### src/rtl/proc_job_arbiter.sv
// Two-requester arbiter for the processor host data-memory port and start/ready run control; optional run timeout via JOB_TIMEOUT_EN.
// Latency: gnt one cycle after the IDLE decision; rvld RD_LAT cycles after a read; done/err one cycle after completion or timeout.
// Backpressure: a non-granted requester stays pending on req; release is held off while a read is still in flight.
module proc_job_arbiter #(
    parameter int RD_LAT  = 1,
    parameter int TMO_CYC = 4096
) (
    input  logic        ck,
    input  logic        rb,
    input  logic [1:0]  req,
    output logic [1:0]  gnt,
    input  logic [1:0]  cen,
    input  logic [1:0]  wen,
    input  logic [17:0] adr,
    input  logic [63:0] wdat,
    input  logic [1:0]  run,
    output logic [31:0] rdat,
    output logic [1:0]  rvld,
    output logic [1:0]  done,
    output logic [1:0]  err,
    output logic        p_start,
    input  logic        p_ready,
    output logic        p_dcen,
    output logic        p_dwen,
    output logic [8:0]  p_dadr,
    output logic [31:0] p_dinp,
    input  logic [31:0] p_dout
);

    typedef enum logic [2:0] {IDLE, GRANT, RUN_PULSE, RUN_ARM, RUN_WAIT} state_t;

    // Every read stage except the one presenting rvld counts as in flight.
    localparam logic [RD_LAT-1:0] STG_MASK = {RD_LAT{1'b1}} >> 1;

    state_t            st, st_nxt;
    logic              own;
    logic              ptr;
    logic              pick;
    logic              issue;
    logic              inflight;
    logic              fin;
    logic              tmo_hit;
    logic [RD_LAT-1:0] pv;
    logic [RD_LAT-1:0] po;

    assign p_dcen   = (st == GRANT) && cen[own];
    assign p_dwen   = p_dcen && wen[own];
    assign p_dadr   = own ? adr[17:9] : adr[8:0];
    assign p_dinp   = own ? wdat[63:32] : wdat[31:0];
    assign issue    = p_dcen && !wen[own];
    assign inflight = issue || (|(pv & STG_MASK));
    assign rdat     = p_dout;
    assign rvld     = pv[RD_LAT-1] ? (po[RD_LAT-1] ? 2'b10 : 2'b01) : 2'b00;

    always_comb begin
        st_nxt = st;
        pick   = req[ptr] ? ptr : ~ptr;
        fin    = 1'b0;
        case (st)
            IDLE:      if (|req) st_nxt = GRANT;
            GRANT: begin
                if (run[own])
                    st_nxt = RUN_PULSE;
                else if (!req[own] && !inflight)
                    st_nxt = IDLE;
            end
            RUN_PULSE: st_nxt = RUN_ARM;
            RUN_ARM: begin
                if (tmo_hit) begin
                    st_nxt = GRANT;
                    fin    = 1'b1;
                end else if (!p_ready) begin
                    st_nxt = RUN_WAIT;
                end
            end
            RUN_WAIT: begin
                if (p_ready || tmo_hit) begin
                    st_nxt = GRANT;
                    fin    = 1'b1;
                end
            end
            default:   st_nxt = IDLE;
        endcase
    end

    always_ff @(posedge ck) begin
        if (rb) begin
            st      <= IDLE;
            gnt     <= 2'b00;
            own     <= 1'b0;
            ptr     <= 1'b0;
            done    <= 2'b00;
            p_start <= 1'b0;
            pv      <= '0;
            po      <= '0;
        end else begin
            st      <= st_nxt;
            p_start <= (st_nxt == RUN_PULSE);
            done    <= fin ? (own ? 2'b10 : 2'b01) : 2'b00;
            if (st == IDLE && (|req)) begin
                own <= pick;
                gnt <= pick ? 2'b10 : 2'b01;
            end
            if (st == GRANT && st_nxt == IDLE) begin
                gnt <= 2'b00;
                ptr <= ~own;
            end
            // Owner tag travels with the read so rvld survives a grant drop.
            pv[0] <= issue;
            po[0] <= own;
            for (int k = 1; k < RD_LAT; k++) begin
                pv[k] <= pv[k-1];
                po[k] <= po[k-1];
            end
        end
    end

`ifdef JOB_TIMEOUT_EN
    localparam int CW = $clog2(TMO_CYC + 1);
    logic [CW-1:0] tmo_cnt;

    // Counts cycles from p_start, so the timeout is measured from the start pulse.
    always_ff @(posedge ck) begin
        if (rb)
            tmo_cnt <= '0;
        else if (st_nxt == RUN_PULSE)
            tmo_cnt <= '0;
        else if (st == RUN_PULSE || st == RUN_ARM || st == RUN_WAIT)
            tmo_cnt <= tmo_cnt + CW'(1);
    end

    assign tmo_hit = (st == RUN_ARM || st == RUN_WAIT) && (tmo_cnt == CW'(TMO_CYC - 1));

    always_ff @(posedge ck) begin
        if (rb)
            err <= 2'b00;
        else if (fin && tmo_hit && !(st == RUN_WAIT && p_ready))
            err <= own ? 2'b10 : 2'b01;
        else
            err <= 2'b00;
    end
`else
    assign tmo_hit = 1'b0;
    assign err     = 2'b00;
`endif

endmodule
### config.mk
export PLATFORM = sky130hd
export DESIGN_NAME = proc_job_arbiter
export DESIGN_NICKNAME = d
export VERILOG_FILES = /design/src/rtl/proc_job_arbiter.sv
export SDC_FILE = /design/constraint.sdc
export NUM_CORES = 1
export LEC_CHECK = 0
export CAP_MARGIN = 5
export CORE_AREA = 2 2 82 84
export DETAILED_ROUTE_END_ITERATION = 7
export DIE_AREA = 0 0 84 86
export GPL_TIMING_DRIVEN = 1
export PLACE_DENSITY = 0.76
export SYNTH_ARGS = -nofsm -noshare
export SYNTH_HDL_FRONTEND = slang
export SYNTH_SLANG_ARGS = --single-unit
### constraint.sdc
create_clock -name ck -period 5.3 [get_ports ck]
set_input_delay 1.06 -clock ck [delete_from_list [all_inputs] [get_ports ck]]
set_output_delay 1.06 -clock ck [all_outputs]
set_load 0.05 [all_outputs]
Yosys cells after proc, flatten, opt, wreduce, memory -nomap -nowiden
Cells that the tools add are included.
{"block": "totals", "register_bits": 12, "latchBits": 0, "mem_bits_rw": 0, "rom_bits": 0, "in_bits": 125, "word_cells": 57, "mem_count": 0}
{"block": "classes", "addsub": 0, "mul": 0, "div": 0, "magnitude_cmp": 2, "eq_ne": 5, "shifts": 0, "n_mux": 25, "n_bitwise": 3, "reduce_logical": 14}
{"op": "2-to-1 mux 32 bit", "count": 1}
{"op": "2-to-1 mux 3 bit", "count": 5}
{"op": "one-hot mux 3 bit (5 select lines)", "count": 1}
{"op": "2-to-1 mux 1 bit", "count": 13}
{"op": "== test 3 x 2 -> 1 bit, second input constant", "count": 3}
{"op": "2-to-1 mux 9 bit", "count": 1}
{"op": "2-to-1 mux 2 bit", "count": 4}
{"op": "logical AND 1 bit", "count": 6}
{"op": "logical NOT 3 bit", "count": 2}
{"op": "OR reduction 2 bit", "count": 3}
{"op": "< comparator 1 x 2 -> 1 bit, second input constant", "count": 2}
{"op": "== test 3 x 1 -> 1 bit, second input constant", "count": 1}
{"op": "== test 3 bit, second input constant", "count": 1}
{"op": "logical NOT 1 bit", "count": 3}
{"op": "inverter 1 bit", "count": 3}

Logic depth before layout (Yosys ltp)
Gate-level depths: netlist of the first run.
{"block": "depth", "depth_word": 12, "mapped_depth": 5}

Least setup slack after synthesis of the first run
Ideal clock, no wire load.
{"block": "synth_timing", "path_type": "input-to-output", "startpoint": "input cen[1]", "endpoint": "output p_dwen", "arrival_ps": 2413, "setup_slack_ps": 1827, "cell_stages": 3, "path_buffers": 0, "cell_sequence": "mux2i_1 > nor2_1 > and2_1"}
{"block": "synth_via", "elab_chain_len": 4}
{"element": "start, declared", "line_no": "12", "rtl": "input logic [1:0] cen,"}
{"element": "2-to-1 mux 1 bit (not written as such) (2 in a row)", "line_no": "46", "rtl": "assign p_dcen = (st == GRANT) && cen[own];"}
{"element": "logical AND 1 bit", "line_no": "46"}
{"element": "via p_dcen", "line_no": "23", "rtl": "output logic p_dcen,"}
{"element": "logical AND 1 bit", "line_no": "47", "rtl": "assign p_dwen = p_dcen && wen[own];"}
{"element": "end, declared", "line_no": "24", "rtl": "output logic p_dwen,"}
The timed path passes the listed nets, and every way through them passes these cells. The select of a mux whose other input is x is not followed.

Worst setup path in the final report of the first run
{"block": "layout_timing", "startpoint": "input cen[0]", "endpoint": "output p_dwen"}
{"block": "layout_via", "elab_chain_len": 4}
{"element": "2-to-1 mux 1 bit (not written as such) (2 in a row)", "line_no": "46"}
{"element": "logical AND 1 bit", "line_no": "46"}
{"element": "logical AND 1 bit", "line_no": "47"}
Every way passes these cells. The select of a mux whose other input is x is not followed.

==> flow_summary.toml, run 1 <==
[floorplan]
dieWidth_um = 84
num_rows = 29
die_h_um = 86
initial_core_util_pct = 20.9
core_mm2 = 0.00628
die-area_mm2 = 0.00722
ios = 209

[global_routing]
grt_overflow = 0
grt_max_degree = 37
grt_usage_pct = 11.7
antenna_found_initial = 0
grt_pass1_wl_um = 6800
grt_pass1_vias = 1467

[final_layout]
layout.nets = 372
num-fill-cells = 620
layout-drive-gt1-share_pct = 22.0
multiInputGateArea_um2 = 791
stdcell_area_mm2 = 0.00260
area_growth_pct = 98.4
fin_util_pct = 41.4
regArea_um2 = 241
diodes = 0

[critical_path]
crit_required_ns = 4.24
cp_slowest_cell = "clkdlybuf4s50_1"
cp_slowest_stage_delay_ns = 0.80
end_kind = "output pin"
crit_top_cell = "clkdlybuf4s50_1"
path_delay_family = "buffers and inverters"
worstSetupStartpointType = "input port"
worst-setup-path-type = "in2out"
path_max_fanout = 3
path_buf_inv = 2
crit_chain = "clkdlybuf4s50_1 > mux2i_1 > nor2_1 > and2_1 > clkdlybuf4s50_1"
worstPathArrival_ns = 2.81

[power]
irDropWorstVdd_mv = 0.113
leakage_nw = 0.928
powerDensity_mw_per_mm2 = 195
power_uw = 507

[yosys]
synthTopCellsByArea = "mux2_2 (37%), buf_4 (19%), dfxtp_1 (18%)"
synth_top_family_by_area = "multiplexers"
synthMuxAreaShare_pct = 39.6
yosysMostFrequentCell = "mux2_2"
ys_ff_latch = 12
synth_xor_area_share_pct = 0
synth_top_cell_by_area = "mux2_2"
synth-adder-area-share_pct = 0
syn_area_mm2 = 0.00131
netlist_top_cells_count = "mux2_2 (43), buf_4 (34), dfxtp_1 (12)"
yosysUniqueCellTypes = 29
ys.flop_type = "dfxtp_1"
yosysSeqAreaShare_pct = 18.3
avgSynthCellArea_um2 = 9.49
syn_inst = 138
synth_top_area_share_pct = 37.0
synthSimpleGateAreaFrac_pct = 14.4
synth-edff-count = 0
yosysWarnings = 0
synth_async_sr_flop_share_pct = 0
synth_compound_area_share_pct = 5.73

[timing]
slew_viol_final = 0
final.min_clock_period_ns = 3.87
rsz0062_at_grt = "false"
hold_viol_final = 0
setup_tns_ns = 0
relSlewSlack_pct = 44.3
setup_ws_ns = 1.43
period_share_pct = 73.0
setup_viol = 0
tightest_slew_ns = 0.836
max_freq_ghz = 0.258
fin_skew_ns = 0.00332

[clock_tree]
cts_root_buf = "clkbuf_8"
cts_resized = 0
clk_pin_slew_worst_paths_ns = 0.05
cts_sinks = 12
post-cts-setup-buffers = 0
htreeDepth = 1
insertion_delay_ns = 0.24
cts_tree = "yes"
cts_made_buffers = 3
clock_path_buffers = 2
hold_buffers = 0

[drt]
vias = 1406
drc = 0
vias_per_cell = 4.37
drt_pass1_iterations = 4
wl_per_cell_um = 14.2
drt_iter0_drc = 9
wirelength_um = 4590
ant_nets = 0

[min_path]
worstHoldPathType = "reg2reg"

[place]
pre_cts_slack_ns = 1.42
place_congestion = 0.702
hpwl_um = 3900
io_buffers = 142
place_area_mm2 = 0.00256

[outcome]
status = "complete, no violations"

[flow_run]
max_cap_violations = 0
final timing paths:
path,from,to,slack (ns),cells after the start
max,cen[0],p_dwen,1.43,5
min,gnt[1]$_SDFFE_PP0P_,gnt[1]$_SDFFE_PP0P_,0.47,2
max reg2reg,own$_SDFFE_PP0P_,ptr$_SDFFE_PP0P_,3.15,4
min reg2reg,gnt[1]$_SDFFE_PP0P_,gnt[1]$_SDFFE_PP0P_,0.47,2
routing by layer:
layer / GRT usage (%) / wire (um) / vias up
met5: 0 / 0 / -
li1: - / - / 665
met4: 4.11 / 105 / 0
met2: 23.3 / 2360 / 96
met1: 11.4 / 1700 / 623
met3: 3.56 / 418 / 22
metrics by stage:
stage,hold WS [ns],instances
floorplan,0.510,139
global placement,0.458,319
detailed placement,0.464,319
CTS,0.477,322
global route,0.508,322
finish,0.472,322
kinds of logic after synthesis:
| family | Yosys count |
|---|---|
| mux | 46 |
| buf+inv | 40 |
| simple gates | 30 |
| other cells | 1 |
| compound gates | 9 |
| flops | 12 |
worst min-delay path: stages, from the launching register on:
cell      delay (ns)
dfxtp_1         0.31
nand2_1         0.05
a211oi_1        0.06
registers in the layout (all words and copies together), names as in the netlist:
signal	cells
own	1
p_start	1
st	3
pv	1
ptr	1
po	1
done	2
gnt	2
power breakdown:
part	internal, mW	switching, mW	total [mW]
Combinational	0.154	0.164	0.318
Clock	0.0498	0.0303	0.0802
Sequential	0.0961	0.0125	0.109
layout make-up:
class,count,area share [%]
well taps,77,3.71
flip-flops and latches,12,9.29
multi-input cells,87,30.4
repair buffers,143,55.0
clock buffers,3,1.59
cells in the final DEF, fill, tap and decap left out, drive strengths merged:
| cell type | instances |
|---|---|
| clkdlybuf4s50 | 142 |
| a22oi | 1 |
| nor2b | 6 |
| a21oi | 2 |
| or3b | 1 |
| or2b | 1 |
| nor3b | 3 |
| nand4bb | 1 |
| clkbuf | 3 |
| nand2b | 1 |
| nor4 | 1 |
| mux2i | 2 |
| buf | 1 |
| nor2 | 3 |
| a2bb2oi | 1 |
| conb | 2 |
| o31ai | 1 |
| nand3 | 1 |
| a211oi | 1 |
| dfxtp | 12 |
| nor3 | 6 |
| nand2 | 3 |
| mux2 | 44 |
| o21ai | 2 |
| and2 | 3 |
| o21ba | 1 |
Power figures use the tool's default switching activity.
==> inputs of run 2 (changes only) <==
--- a/config.mk
+++ b/config.mk
@@ -6,11 +6,10 @@
 export NUM_CORES = 1
 export LEC_CHECK = 0
 export CAP_MARGIN = 5
-export CORE_AREA = 2 2 82 84
+export CORE_UTILIZATION = 20
 export DETAILED_ROUTE_END_ITERATION = 7
-export DIE_AREA = 0 0 84 86
 export GPL_TIMING_DRIVEN = 1
-export PLACE_DENSITY = 0.76
+export PLACE_DENSITY = 0.77
 export SYNTH_ARGS = -nofsm -noshare
 export SYNTH_HDL_FRONTEND = slang
 export SYNTH_SLANG_ARGS = --single-unit
==> constraint.sdc (replaced) <==
create_clock -name ck -period 3.45 [get_ports ck]
set_input_delay 0.69 -clock ck [delete_from_list [all_inputs] [get_ports ck]]
set_output_delay 0.69 -clock ck [all_outputs]
set_load 0.05 [all_outputs]
==> run 2 against run 1 <==
Clock skew down 0.0011 ns. Global-route usage grew 0.66 points. Register-to-register slack worse by 1.6 ns. Critical path depth down 1. Final area rose by 0.92%. Critical path type unchanged. Final cell count grew 0.31%. First-iteration DRC count grew to 2.6 times the previous value. Sequential share of layout area shrank 0.084 points. Worst hold slack better by 0.010 ns. Wire length down 1.6%. Sequential cell count stayed put. Critical endpoint is now p_dcen. Largest cell class unchanged.
==> flow_summary.toml, run 2 (synthesis gave the netlist of run 1 again) <==
[outcome]
status = "complete, no violations"

[timing]
rsz0062_at_grt = "false"
final.min_clock_period_ns = 2.95
tightest_slew_ns = 0.557
relSlewSlack_pct = 62.7
whs_ns = 0.482
setup_viol = 0
hold_viol_final = 0
max_freq_ghz = 0.339
fin_skew_ns = 0.00222
period_share_pct = 85.5
setup_tns_ns = 0
slew_viol_final = 0

[global_routing]
top_usage_layer = "met2"
grt_pass1_vias = 1449
antenna_found_initial = 0
grt_use_met1_pct = 12.9
grt_usage_pct = 12.4
grt_pass1_wl_um = 7010
grt_max_degree = 45
grtUsageMet2_pct = 23.0
grt_overflow = 0
use_met3_pct = 5.07

[critical_path]
crit_end = "p_dcen"
reg2reg_depth = 5
cp-startpoint = "cen[1]"
crit_required_ns = 2.76
worstPathArrival_ns = 2.26
worst-setup-path-type = "in2out"
rr_startpoint = "own$_SDFFE_PP0P_"
timing.rr.end = "ptr$_SDFFE_PP0P_"
path_max_fanout = 3
rrSetupSlack_ns = 1.54
worstSetupStartpointType = "input port"
end_kind = "output pin"

[flow_run]
max_cap_violations = 0

[final_layout]
multiInputGateArea_um2 = 791
regMostFlops = "st"
diodes = 0
largest_register_ffs = 3
top_regs = "st: 3 flops, done: 2 flops, gnt: 2 flops"
num-fill-cells = 617
stdcell_count = 323
final_common_cell = "clkdlybuf4s50_1"
area_growth_pct = 100
layout.nets = 372
regArea_um2 = 241
mostFrequentLayoutCells = "clkdlybuf4s50_1 (141), mux2_2 (43), dfxtp_1 (11)"
layout-drive-gt1-share_pct = 22.8

[drt]
drt_iter0_drc = 23
ant_nets = 0
wl_per_cell_um = 14.0
drt_pass1_iterations = 2
wirelength_um = 4510
drc = 0
vias_per_cell = 4.32
vias = 1395

[min_path]
worstHoldPathType = "reg2reg"
hold_path_depth = 2

[power]
leakage_nw = 0.940
irDropWorstVdd_mv = 0.217
powerDensity_mw_per_mm2 = 309
power_uw = 811

[floorplan]
die_h_um = 82.9
initial_core_util_pct = 20.6
ios = 209
die-area_mm2 = 0.00688
num_rows = 29
core_mm2 = 0.00635
dieWidth_um = 82.9

[clock_tree]
clock_path_buffers = 2
cts_resized = 0
cts_sinks = 12
hold_buffers = 0
insertion_delay_ns = 0.24
htreeDepth = 1
cts_tree = "yes"
cts_made_buffers = 3
cts_root_buf = "clkbuf_8"
post-cts-setup-buffers = 0
clk_pin_slew_worst_paths_ns = 0.05

[place]
io_buffers = 142
dp.cells = 319
place_congestion = 0.752
hpwl_um = 3800
[run 2: worst min-delay path by stage]
stage / start / endpoint / slack [ns]
after floorplan: st[2]$_SDFF_PP0_ / st[1]$_SDFF_PP0_ / 0.51
final: gnt[1]$_SDFFE_PP0P_ / gnt[1]$_SDFFE_PP0P_ / 0.48
after detailed placement: gnt[1]$_SDFFE_PP0P_ / gnt[1]$_SDFFE_PP0P_ / 0.47
after CTS: gnt[1]$_SDFFE_PP0P_ / gnt[1]$_SDFFE_PP0P_ / 0.48
after global placement: gnt[1]$_SDFFE_PP0P_ / gnt[1]$_SDFFE_PP0P_ / 0.47
after global routing: gnt[1]$_SDFFE_PP0P_ / gnt[1]$_SDFFE_PP0P_ / 0.52
[run 2: stage by stage]
stage	setup WS [ns]	cell area, um2	utilization (%)
6_report	0.502	2620	41.3
5_1_grt	0.437	2620	41.3
4_1_cts	0.491	2620	41.3
3_5_place_dp	0.497	2570	40.4
3_3_place_gp	0.529	2570	40.4
2_1_floorplan	0.701	1310	-
[run 2: cell type report]
| class | instances | share of cell area, % |
|---|---|---|
| timing repair buffer | 143 | 54.9 |
| tap | 77 | 3.67 |
| sequential | 12 | 9.21 |
| multi-input combinational | 87 | 30.2 |
| clock buffer | 4 | 2.10 |
[run 2: worst max-delay path: stages]
cell and delay (ns):
clkdlybuf4s50_1 0.46, mux2i_1 0.14, nor2_1 0.15, clkdlybuf4s50_1 0.82
[run 2: per-layer routing]
metal	vias to the layer above	wire length (um)	part of all wire (%)
li1	666	-	-
met1	633	1690	37
met2	86	2330	52
met3	10	431	9.6
met4	0	60	1.3
met5	-	0	0
[run 2: power by group]
| group | internal (mW) | switching, mW | leakage (nW) |
|---|---|---|---|
| Combinational | 0.238 | 0.265 | 0.813 |
| Sequential | 0.147 | 0.00891 | 0.0982 |
| Clock | 0.101 | 0.0504 | 0.0288 |
| Total | 0.487 | 0.324 | 0.940 |
